<file path="src/rtl/mult_pkg.sv">
// Shared types and constants for the sequential signed-magnitude multiplier
// with optional binary-to-BCD conversion (enabled by MULT_SEQ_BCD_EN).
package mult_pkg;

   typedef enum logic [1:0] {
      IDLE = 2'd0,
      MULT = 2'd1,
      CONV = 2'd2,
      DONE = 2'd3
   } state_t;

   localparam int N_BITS_DEF     = 8;
   localparam int BCD_DIGITS_DEF = 5;

   // Shift-add iterations: one per multiplier bit.
   localparam int MULT_ITERS_DEF = N_BITS_DEF;
   // Double-dabble steps: one per product bit.
   localparam int CONV_STEPS_DEF = 2 * N_BITS_DEF;

   function automatic int mult_iters(input int n_bits);
      return n_bits;
   endfunction

   function automatic int conv_steps(input int n_bits);
      return 2 * n_bits;
   endfunction

endpackage

</file>
<file path="src/rtl/bin2bcd_seq.sv">
// Sequential double-dabble converter: start loads a binary value, each step
// adds 3 to every digit >= 5 and shifts the whole register left by one bit.
// done flags the final step; bcd_nxt is the digit register after this step.
module bin2bcd_seq
   import mult_pkg::*;
#(
   parameter int BIN_W  = conv_steps(N_BITS_DEF),
   parameter int DIGITS = BCD_DIGITS_DEF
) (
   input  logic                  clk,
   input  logic                  rst,
   input  logic                  start,
   input  logic [BIN_W-1:0]      load_val,
   input  logic                  step,
   output logic                  done,
   output logic [4*DIGITS-1:0]   bcd_nxt
);

   localparam int CW = $clog2(BIN_W) + 1;

   logic [4*DIGITS-1:0] bcd_r;
   logic [4*DIGITS-1:0] adj;
   logic [BIN_W-1:0]    bin_r;
   logic [CW-1:0]       cnt;

   // Digit correction followed by the left shift that pulls in the next bit.
   always_comb begin
      adj = bcd_r;
      for (int d = 0; d < DIGITS; d++) begin
         if (adj[4*d +: 4] >= 4'd5)
            adj[4*d +: 4] = adj[4*d +: 4] + 4'd3;
      end
      bcd_nxt = {adj[4*DIGITS-2:0], bin_r[BIN_W-1]};
      done    = step && (cnt == CW'(BIN_W - 1));
   end

   // Shift register and step counter.
   always_ff @(posedge clk or negedge rst) begin
      if (!rst) begin
         bcd_r <= '0;
         bin_r <= '0;
         cnt   <= '0;
      end else if (start) begin
         bcd_r <= '0;
         bin_r <= load_val;
         cnt   <= '0;
      end else if (step) begin
         bcd_r <= bcd_nxt;
         bin_r <= bin_r << 1;
         cnt   <= cnt + 1'b1;
      end
   end

endmodule

</file>
<file path="src/rtl/mult_seq_bcd.sv">
// Sequential shift-add sign/magnitude multiplier. Accepts operands on a rising
// edge of valid_in while idle, produces the binary product after N_BITS
// cycles and, when MULT_SEQ_BCD_EN is defined, a packed-BCD copy after a
// further 2*N_BITS double-dabble steps. Without MULT_SEQ_BCD_EN the BCD
// converter is absent and bcd reads as 0.
module mult_seq_bcd
   import mult_pkg::*;
#(
   parameter int N_BITS     = N_BITS_DEF,
   parameter int BCD_DIGITS = BCD_DIGITS_DEF
) (
   input  logic                    clk,
   input  logic                    rst,
   input  logic                    valid_in,
   input  logic [N_BITS-1:0]       numero1,
   input  logic [N_BITS-1:0]       numero2,
   input  logic                    signo1,
   input  logic                    signo2,
   output logic                    ready,
   output logic [2*N_BITS-1:0]     producto,
   output logic [4*BCD_DIGITS-1:0] bcd,
   output logic                    signo_res,
   output logic                    result_valid
);

   localparam int PW = 2 * N_BITS;
   localparam int CW = $clog2(N_BITS) + 1;

   state_t            state, state_nxt;
   logic              valid_q;
   logic [PW-1:0]     a_sh;
   logic [N_BITS-1:0] b_sh;
   logic              s1_q, s2_q;
   logic [PW-1:0]     acc, acc_nxt, res_val;
   logic [CW-1:0]     cnt;
   logic              start, mult_last, load, conv_done;

   assign start     = (state == IDLE) && valid_in && !valid_q;
   assign mult_last = (state == MULT) && (cnt == CW'(mult_iters(N_BITS) - 1));
   assign acc_nxt   = acc + (b_sh[0] ? a_sh : '0);
   assign ready     = (state == IDLE);

`ifdef MULT_SEQ_BCD_EN
   logic [4*BCD_DIGITS-1:0] conv_bcd;
   logic [4*BCD_DIGITS-1:0] bcd_q;

   // Converter is seeded with the final product on the last multiply edge.
   bin2bcd_seq #(.BIN_W(PW), .DIGITS(BCD_DIGITS)) u_conv (
      .clk      (clk),
      .rst      (rst),
      .start    (mult_last),
      .load_val (acc_nxt),
      .step     (state == CONV),
      .done     (conv_done),
      .bcd_nxt  (conv_bcd)
   );

   assign load    = conv_done;
   assign res_val = acc;

   // BCD result register, updated only on completion.
   always_ff @(posedge clk or negedge rst) begin
      if (!rst)      bcd_q <= '0;
      else if (load) bcd_q <= conv_bcd;
   end

   assign bcd = bcd_q;
`else
   assign conv_done = 1'b0;
   assign load      = mult_last;
   assign res_val   = acc_nxt;
   assign bcd       = '0;
`endif

   // State register.
   always_ff @(posedge clk or negedge rst) begin
      if (!rst) state <= IDLE;
      else      state <= state_nxt;
   end

   // Next-state logic.
   always_comb begin
      state_nxt = state;
      case (state)
         IDLE: if (start) state_nxt = MULT;
`ifdef MULT_SEQ_BCD_EN
         MULT: if (mult_last) state_nxt = CONV;
`else
         MULT: if (mult_last) state_nxt = DONE;
`endif
         CONV: if (conv_done) state_nxt = DONE;
         DONE: state_nxt = IDLE;
         default: state_nxt = IDLE;
      endcase
   end

   // Operand capture, shift-add datapath and result registers.
   always_ff @(posedge clk or negedge rst) begin
      if (!rst) begin
         valid_q      <= 1'b0;
         a_sh         <= '0;
         b_sh         <= '0;
         s1_q         <= 1'b0;
         s2_q         <= 1'b0;
         acc          <= '0;
         cnt          <= '0;
         producto     <= '0;
         signo_res    <= 1'b0;
         result_valid <= 1'b0;
      end else begin
         valid_q      <= valid_in;
         result_valid <= load;
         if (start) begin
            a_sh <= PW'(numero1);
            b_sh <= numero2;
            s1_q <= signo1;
            s2_q <= signo2;
            acc  <= '0;
            cnt  <= '0;
         end else if (state == MULT) begin
            acc  <= acc_nxt;
            a_sh <= a_sh << 1;
            b_sh <= b_sh >> 1;
            cnt  <= cnt + 1'b1;
         end
         if (load) begin
            producto  <= res_val;
            // A zero product is always reported as positive.
            signo_res <= (s1_q ^ s2_q) && (res_val != '0);
         end
      end
   end

endmodule

</file>
<file path="config.mk">
export PLATFORM = sky130hd
export DESIGN_NAME = mult_seq_bcd
export DESIGN_NICKNAME = d
export VERILOG_FILES = /design/src/rtl/mult_pkg.sv /design/src/rtl/bin2bcd_seq.sv /design/src/rtl/mult_seq_bcd.sv
export SDC_FILE = /design/constraint.sdc
export NUM_CORES = 1
export LEC_CHECK = 0
export BUFFER_PORTS_ARGS = -buffer_cell sky130_fd_sc_hd__buf_2
export CORE_AREA = 3 3 117 97
export DETAILED_ROUTE_END_ITERATION = 12
export DIE_AREA = 0 0 120 100
export PLACE_DENSITY = 0.55
export SETUP_SLACK_MARGIN = 0.3
export SLEW_MARGIN = 20
export SYNTH_ARGS = -nofsm -noshare
export SYNTH_HDL_FRONTEND = slang
export SYNTH_SLANG_ARGS = --single-unit
</file>
<file path="constraint.sdc">
create_clock -name clk -period 9.11 [get_ports clk]
set_input_delay 0.911 -clock clk [delete_from_list [all_inputs] [get_ports clk]]
set_output_delay 0.911 -clock clk [all_outputs]
set_load 0.03 [all_outputs]
</file>
==> out/qor.txt, run 1 <==
Port Buffers: 39
via count: 2,636
#FFs+latches synth: 67
CP dominant cell by count: o311a_1
DR iter-0 viols: 136
CTS H-tree lvls: 3
Pre-Repair DR Iteration Count: 4
final count of hold timing violations: 0
Seq/Total Area, Yosys: 47.3%
Final Core Density: 40.8%
Post-Syn Area: 3540 sq um
FFs w/ async S/R, synth: 100%
setup slack after layout: 5.84 ns
Cell Pwr Density: 357 nW/um^2
Row Count: 33
WS Path Type: register to register
Clk Latency, worst-skew pair: 0.33 ns
Worst path slowest cell: dfrtp_1
Worst Hold Slack: 0.470 ns
largest net degree at the start of global routing: 68
Worst VDD drop: 133 uV
vias in the first global route: 2,533
worst path required time: 9.36 ns
Fmax: 0.306 GHz
HP Start: producto[1]
Max Cap Violations: 0
share of cells above drive strength 1: 16.9%
Die Y: 100 um
global route total overflow: 0
Clock Sinks: 67
DIE WIDTH: 120 um
ys flop type: dfrtp_1
post-synth top area share: 47.3%
PnR Total Power: 0.00149 W
Yosys top cell by area: dfrtp_1
actual transition at the worst max-transition pin: 0.966 ns
total core area: 10,200 sq um
critical path arrival: 3.52 ns
CTS tree: built
setup TNS: 0 ns
WL/cell: 13.9 um
Worst-path clk slew: 0.05 ns
clock buffer count from CTS: 9
Rel. slew slack: 35.5%
Distinct cells, synth: 47
fin crit period: 3.27 ns
HPWL after DPL: 5400 um
post-CTS resize count: 0
Setup-failing EPs final: 0
CP cell instances: and2_1 > ha_1 > inv_1 > fa_1 > nor2b_4 > o31a_1 > o311a_1 > o311ai_4 > a21o_1 > or4b_1 > o311a_1 > a31oi_1
Fillers: 1,046
first-pass GRT wire length: 13,000 um
RSZ-0062 raised after global routing: no
Bufs and invs on worst path: 1
Routed Wire Length: 7790 um
most frequent cell after synthesis: nand2_1
class of the worst hold path: register to register
max incr delay on CP: 0.53 ns
Pleak: 2.06 nW
Post-route DRC: 0
Slew Viols, Final: 0
diode count: 0
syn avg cell area: 9.40 sq um
Gate Count Post-Synth: 377
Routed Antenna Nets: 0
top cells by count, synth: nand2_1, dfrtp_1, o21ai_0, buf_4
synth top area cells: dfrtp_1, nand2_1, ha_1
hold_buf cts: 0
area grow syn2layout: 17.4%
status: completed
Synth warnings: 0
CTS root buffer: clkbuf_16
starting density of the core: 34.8%
Fin Clk Skew: 0.00427 ns
Critical Path Sink Type: register
Die Area: 12,000 sq um
Final GP Congestion: 0.810
post-CTS setup buffer count: 0
DR vias/cell: 4.72
Worst Setup Start Kind: register
Worst R2R Start: b_sh[0]
critical path peak fanout: 17
buffers from clock root to sink, at most: 2
critical path's top delay family: compound AO/OA/AOI/OAI gates
critical path startpoint: b_sh[0]
top-level port count: 60
initial antenna violation count: 0
final worst-path cycle share: 35.9%
Nets: 452
dpl ws: 5.82 ns
number of synthesized flops with an enable pin: 0
All-Layer GR Usage: 13.7%
[layout by cell type (no fill, tap or decap), types with 5 or more instances in the layout]
cell	count
a22oi_1	14
ha_1	16
nand2_1	90
a21o_1	5
dfrtp_1	67
clkbuf_16	9
inv_1	8
o21ai_0	36
o22ai_1	9
and2_1	16
xnor2_1	5
nor2_1	8
xor2_1	7
a21oi_1	6
conb_1	20
buf_2	39
[state kept, by name, summed over array words and instances (netlist names)]
register      flops
result_valid      1
valid_q           1
s2_q              1
state             2
s1_q              1
a_sh             16
cnt               4
signo_res         1
producto         16
acc              16
b_sh              8
[area by class of cell]
cell class | count | area (sq um) | share of cell area (%)
clock buffer | 11 | 243 | 5.83
clock inverter | 5 | 100 | 2.40
inverter | 8 | 30.0 | 0.721
multi-input combinational | 285 | 1710 | 41.1
sequential | 67 | 1680 | 40.3
tap | 140 | 175 | 4.21
timing repair buffer | 43 | 225 | 5.41
[power by group]
group	internal [W]	switching [W]
Clock	0.000274	0.000124
Sequential	0.000418	0.0000840
Combinational	0.000207	0.000381
Total	0.000899	0.000589
[final timing paths]
check / end / slack (ns) / depth (start not counted)
worst max-delay path: signo_res / 5.84 / 12
worst min-delay path: producto[1] / 0.47 / 2
worst max register to register: signo_res / 5.84 / 12
worst min register to register: producto[1] / 0.47 / 2
max in group asynchronous: state[1] / 7.80 / 2
min in group asynchronous: producto[3] / 0.78 / 2
[kinds of logic after synthesis]
family / count (synthesis) / share of synthesized area (%)
XOR/XNOR: 12 / 2.97
flip-flops: 67 / 47.3
AO/OA/AOI/OAI: 93 / 17.2
multiplexers: 4 / 1.27
AND/OR/NAND/NOR: 139 / 18.2
other: 1 / 0.106
adder cells (fa/ha/maj): 17 / 6.21
buffers and inverters: 44 / 6.78
[worst register-to-register path: stages, from the launching register on]
cell and delay [ns]:
dfrtp_1 0.53, and2_1 0.22, ha_1 0.20, inv_1 0.08, fa_1 0.25, nor2b_4 0.05
o31a_1 0.30, o311a_1 0.40, o311ai_4 0.26, a21o_1 0.18, or4b_1 0.43, o311a_1 0.17
a31oi_1 0.13
[through the flow]
stage / instances / area, sq um
2_1_floorplan: 396 / 3620
3_3_place_gp: 543 / 3820
3_5_place_dp: 543 / 3820
4_1_cts: 559 / 4160
5_1_grt: 559 / 4160
6_report: 559 / 4160
[routing by layer]
metal  part of all wire, %  GRT usage (%)  vias up
met4                   1.0           3.70        0
met1                    54           21.0     1201
met2                    39           18.4       71
li1                      -              -     1354
met5                     0              0        -
met3                   6.3           4.45       10
Power figures use the tool's default switching activity.
==> run 2: changes to the inputs <==
- PLACE_DENSITY: 0.55 -> 0.57
- clock period: 9.11 -> 3 ns (I/O delays scaled with it)
==> run 2 against run 1 <==
  * Power increased to 3.2 times the previous value
  * Global-route usage increased by 1.1 points
  * Combinational power increased to 3.6 times the previous value
  * Core utilization increased by 3.6 points
  * The run now ends with setup timing left
  * Clock power increased to 2.6 times the previous value
  * Clock-buffer cell count increased by 3
  * Worst setup slack got worse by 5.8 ns
  * Flip-flop and latch count unchanged
  * Critical path depth unchanged
  * Sequential share of layout area decreased by 3.3 points
  * Cell count increased by 3.8%
==> out/qor.txt, run 2 (same netlist as run 1, synthesis figures left out) <==
Fin Clk Skew: 0.00670 ns (was 0.00427 ns)
Fmax: 0.333 GHz (was 0.306 GHz)
DIE WIDTH: 120 um (unchanged)
Worst Setup Start Kind: register (unchanged)
class of the worst hold path: input port to asynchronous set/reset pin (was register to register)
Final Core Density: 44.4% (was 40.8%)
Slew Viols, Final: 0 (unchanged)
max incr delay on CP: 0.48 ns (was 0.53 ns)
CP cell instances: and2_4 > ha_4 > inv_2 > fa_2 > nor2b_4 > o31a_1 > o311a_4 > o311ai_4 > a21o_1 > or4b_4 > o311a_4 > a31oi_1 (was and2_1 > ha_1 > inv_1 > fa_1 > nor2b_4 > o31a_1 > o311a_1 > o311ai_4 > a21o_1 > or4b_1 > o311a_1 > a31oi_1)
Cells after DPL: 552 (was 543)
Worst VDD drop: 524 uV (was 133 uV)
Rel. slew slack: 50.6% (was 35.5%)
Port Buffers: 39 (unchanged)
failing checks: setup timing
most frequent cells in the layout: nand2_1, dfrtp_1, buf_2, o21ai_0, conb_1 (unchanged)
Routed Antenna Nets: 0 (unchanged)
Bufs and invs on worst path: 1 (unchanged)
Critical Path Sink Type: register (unchanged)
commonest non-fill, non-tap cell in the layout: nand2_1 (unchanged)
critical path startpoint: b_sh[0] (unchanged)
dpl ws: -0.00292 ns (was 5.82 ns)
global route total overflow: 0 (unchanged)
initial antenna violation count: 0 (unchanged)
HPWL after DPL: 5600 um (was 5400 um)
buffers from clock root to sink, at most: 2 (unchanged)
Row Count: 33 (unchanged)
CTS tree: built (unchanged)
Worst Hold Slack: 0.0300 ns (was 0.470 ns)
Nets: 473 (was 452)
largest net degree at the start of global routing: 42 (was 68)
fin cells: 580 (was 559)
diode count: 0 (unchanged)
status: complete, but fails checks (was completed)
Worst R2R Start: b_sh[0] (unchanged)
via count: 2,817 (was 2,636)
vias in the first global route: 2,797 (was 2,533)
Worst-path clk slew: 0.05 ns (about the same)
Cell Pwr Density: 1040 nW/um^2 (was 357 nW/um^2)
Pleak: 2.17 nW (was 2.06 nW)
first-pass GRT wire length: 14,100 um (was 13,000 um)
RSZ-0062 raised after global routing: yes (was no)
final worst-path cycle share: 100% (was 35.9%)
FF-to-FF setup slack: -0.0005 ns (was 5.84 ns)
clock buffer count from CTS: 9 (unchanged)
WS Path Type: register to register (unchanged)
final count of hold timing violations: 0 (unchanged)
All-Layer GR Usage: 14.8% (was 13.7%)
area grow syn2layout: 27.9% (was 17.4%)
Die Area: 12,000 sq um (unchanged)
Routed Wire Length: 8520 um (was 7790 um)
CP dominant cell by count: o311a_4 (was o311a_1)
starting density of the core: 34.8% (unchanged)
DR vias/cell: 4.86 (was 4.72)
fin crit period: 3.00 ns (was 3.27 ns)
hold_buf cts: 0 (unchanged)
setup slack after layout: -0.000468 ns (was 5.84 ns)
top-level port count: 60 (unchanged)
Final GP Congestion: 0.839 (was 0.810)
worst reg2reg path depth: 12 (unchanged)
critical path's top delay family: compound AO/OA/AOI/OAI gates (unchanged)
critical path peak fanout: 6 (was 17)
CTS root buffer: clkbuf_16 (unchanged)
Clock Sinks: 67 (unchanged)
Worst path slowest cell: or4b_4 (was dfrtp_1)
Max Cap Violations: 0 (unchanged)
critical path arrival: 3.26 ns (was 3.52 ns)
Die Y: 100 um (unchanged)
Clk Latency, worst-skew pair: 0.34 ns (was 0.33 ns)
top flop regs: a_sh: 16 flops, acc: 16 flops, producto: 16 flops (unchanged)
Setup-failing EPs final: 1 (was 0)
Pre-Repair DR Iteration Count: 4 (unchanged)
CTS H-tree lvls: 3 (unchanged)
total core area: 10,200 sq um (unchanged)
DR iter-0 viols: 158 (was 136)
share of cells above drive strength 1: 27.7% (was 16.9%)
worst path required time: 3.25 ns (was 9.36 ns)
actual transition at the worst max-transition pin: 0.741 ns (was 0.966 ns)
reg2reg end: signo_res (unchanged)
Post-route DRC: 0 (unchanged)
WL/cell: 14.7 um (was 13.9 um)
Fillers: 1,002 (was 1,046)
[run 2: worst max-delay path by stage]
stage	endpoint	slack [ns]	depth (start not counted)
after floorplan	signo_res	0.18	12
after global placement	acc[14]	0.06	12
after detailed placement	acc[14]	-0.003	12
after CTS	acc[14]	0.01	12
after global routing	signo_res	-0.09	12
final	signo_res	-0.0005	12
[run 2: area by class of cell]
type	instances	area (sq um)	share of cell area [%]
Clock buffer	14	254	5.60
Clock inverter	2	35.0	0.773
Inverter	8	30.0	0.662
Multi-Input combinational cell	285	1950	42.9
Sequential cell	67	1680	37.0
Tap cell	140	175	3.86
Timing Repair Buffer	64	414	9.14
[run 2: metrics by stage]
stage	instance area, sq um	total power, W	setup TNS (ns)
final	4530	0.00472	-0.000468
after global routing	4530	0.00508	-0.212
after CTS	4320	0.00454	0
after detailed placement	3900	0.00340	-0.00292
after global placement	3900	0.00334	0
after floorplan	3620	0.00285	0
[run 2: timing repair]
action                                  CTS  global route
gates resized for setup                  17            34
pin swaps                                 6            21
buffers inserted                          7             5
gates cloned                              0             0
endpoints found under the setup margin    8            15
[run 2: report_power, final]
group	switching (W)	internal [W]	leakage, nW
Sequential	0.000259	0.00127	0.870
Clock	0.000375	0.000666	0.141
Combinational	0.00128	0.000863	1.16
[run 2: routing by layer]
| metal | global-route usage, % | wire length [um] | vias to the layer above |
|---|---|---|---|
| li1 | - | - | 1389 |
| met1 | 20.0 | 3980 | 1367 |
| met2 | 22.4 | 3950 | 53 |
| met3 | 5.75 | 492 | 8 |
| met4 | 4.23 | 91 | 0 |
| met5 | 0 | 0 | - |
==> run 3: changes to the inputs <==
- CELL_PAD_IN_SITES_DETAIL_PLACEMENT: default -> 0
- CELL_PAD_IN_SITES_GLOBAL_PLACEMENT: default -> 1
- PLACE_DENSITY: 0.57 -> 0.7
==> run 3 against run 2 <==
  * The flow now finishes without violations
  * Die area did not move
  * Sequential share of layout area rose by 0.56 points
  * Register-to-register slack improved by 0.08 ns
  * Final area fell by 1.5%
  * Highest routed layer unchanged
==> out/qor.txt, run 3 (same netlist as run 1, synthesis figures left out) <==
CTS tree: built (unchanged)
final worst-path cycle share: 97.5% (was 100%)
Slew Viols, Final: 0 (unchanged)
Worst-path clk slew: 0.06 ns (was 0.05 ns)
Worst VDD drop: 438 uV (was 524 uV)
Row Count: 33 (unchanged)
top-level port count: 60 (unchanged)
commonest non-fill, non-tap cell in the layout: nand2_1 (unchanged)
Die Area: 12,000 sq um (unchanged)
actual transition at the worst max-transition pin: 0.796 ns (was 0.741 ns)
placement-stage cell area: 3940 sq um (was 3900 sq um)
first-pass GRT wire length: 13,900 um (was 14,100 um)
Worst Setup Start Kind: register (unchanged)
fin crit period: 2.92 ns (was 3.00 ns)
Fin Clk Skew: 0.00714 ns (was 0.00670 ns)
post-route cell area: 4470 sq um (was 4530 sq um)
total core area: 10,200 sq um (unchanged)
class of the worst hold path: input port to asynchronous set/reset pin (unchanged)
setup slack after layout: 0.0758 ns (was -0.000468 ns)
via count: 2,796 (was 2,817)
global route total overflow: 0 (unchanged)
starting density of the core: 34.8% (unchanged)
area grow syn2layout: 26.0% (was 27.9%)
Cell Pwr Density: 1060 nW/um^2 (was 1040 nW/um^2)
Die Y: 100 um (unchanged)
Final GP Congestion: 0.849 (was 0.839)
hold_buf cts: 0 (unchanged)
All-Layer GR Usage: 14.6% (was 14.8%)
Clock Sinks: 67 (unchanged)
RSZ-0062 raised after global routing: yes (unchanged)
clock buffer count from CTS: 9 (unchanged)
DR vias/cell: 4.84 (was 4.86)
worst path required time: 3.25 ns (about the same)
Setup-failing EPs final: 0 (was 1)
CTS H-tree lvls: 3 (unchanged)
buffers from clock root to sink, at most: 2 (unchanged)
setup TNS: 0 ns (was -0.000468 ns)
WL/cell: 14.5 um (was 14.7 um)
most frequent cells in the layout: nand2_1, dfrtp_1, buf_2, o21ai_0, buf_4 (was nand2_1, dfrtp_1, buf_2, o21ai_0, conb_1)
Nets: 471 (was 473)
WS Path Type: register to register (unchanged)
dpl ws: -0.00926 ns (was -0.00292 ns)
largest net degree at the start of global routing: 42 (unchanged)
final count of hold timing violations: 0 (unchanged)
DR WL met2: 3480 um (was 3950 um)
Max Cap Violations: 0 (unchanged)
critical path peak fanout: 7 (was 6)
HPWL after DPL: 5690 um (was 5600 um)
Final Core Density: 43.8% (was 44.4%)
Worst Hold Slack: 0.0575 ns (was 0.0300 ns)
top flop regs: a_sh: 16 flops, acc: 16 flops, producto: 16 flops (unchanged)
Routed Antenna Nets: 0 (unchanged)
Clk Latency, worst-skew pair: 0.33 ns (was 0.34 ns)
WL met3: 415 um (was 492 um)
Top Layer Used: met4 (unchanged)
CTS root buffer: clkbuf_16 (unchanged)
Rel. slew slack: 47.0% (was 50.6%)
Pleak: 2.17 nW (about the same)
DR iter-0 viols: 162 (was 158)
Fillers: 1,008 (was 1,002)
Port Buffers: 39 (unchanged)
critical path arrival: 3.17 ns (was 3.26 ns)
DIE WIDTH: 120 um (unchanged)
Routed Wire Length: 8380 um (was 8520 um)
status: completed (was complete, but fails checks)
Post-route DRC: 0 (unchanged)
diode count: 0 (unchanged)
met1 wire length: 4440 um (was 3980 um)
Critical Path Sink Type: register (unchanged)
share of cells above drive strength 1: 26.0% (was 27.7%)
vias in the first global route: 2,727 (was 2,797)
initial antenna violation count: 0 (unchanged)
Pre-Repair DR Iteration Count: 4 (unchanged)
Fmax: 0.342 GHz (was 0.333 GHz)
==> run 3: cell types whose count changed in the layout (fill, tap and decap cells not counted), sizes merged <==
cell	change
clkbuf	-2
clkinv	+1
clkinvlp	+1
buf	-2
==> run 3: metrics by stage <==
stage,instances,total power (W)
6_report,578,0.00472
5_1_grt,578,0.00509
4_1_cts,576,0.00465
3_5_place_dp,557,0.00346
3_3_place_gp,557,0.00342
2_1_floorplan,396,0.00285
==> run 3: what timing repair did <==
item                                   in CTS  in global routing
pin swaps                                   4                 10
buffers inserted                            3                  2
resized for setup                          17                 17
endpoints found under the hold margin       0                  0
setup endpoints to repair                   8                 10
==> run 3: final cells by class <==
cell class	count	area [sq um]	area share, %
clock inverter	4	47.5	1.06
clock buffer	12	267	5.97
tap	140	175	3.92
inverter	8	30.0	0.672
timing repair buffer	62	380	8.52
multi-input combinational	285	1890	42.3
sequential	67	1680	37.6
==> run 3: critical path, stage by stage, from the launching register on <==
cell and delay [ns]:
dfrtp_2 0.43, and2_4 0.15, ha_4 0.15, inv_2 0.05
fa_2 0.22, nor2b_4 0.05, o31a_1 0.25, o311a_1 0.35
o311ai_4 0.25, a21o_1 0.17, or4b_1 0.44, o311a_1 0.18
a31oi_1 0.16
==> run 3: power breakdown <==
group | total [W] | switching [W] | internal (W) | leakage, nW
combinational | 0.00211 | 0.00127 | 0.000840 | 1.14
sequential | 0.00152 | 0.000247 | 0.00127 | 0.870
clock | 0.00109 | 0.000384 | 0.000708 | 0.155
==> run 3: layer usage <==
| metal | up-vias | global-route usage (%) |
|---|---|---|
| met4 | 0 | 3.70 |
| met1 | 1342 | 22.2 |
| met2 | 62 | 20.5 |
| met3 | 6 | 4.17 |
| met5 | - | 0 |
| li1 | 1386 | - |
==> run 3: path summary, 6_finish.rpt <==
kind,start,endpoint,slack (ns),cells after the start
min reg2reg,producto[2],producto[2],0.47,2
min,rst,producto[2],0.06,1
min in group clk,valid_in,valid_q,0.09,1
max reg2reg,b_sh[0],signo_res,0.08,12
max,b_sh[0],signo_res,0.08,12
max in group asynchronous,rst,b_sh[0],2.28,2
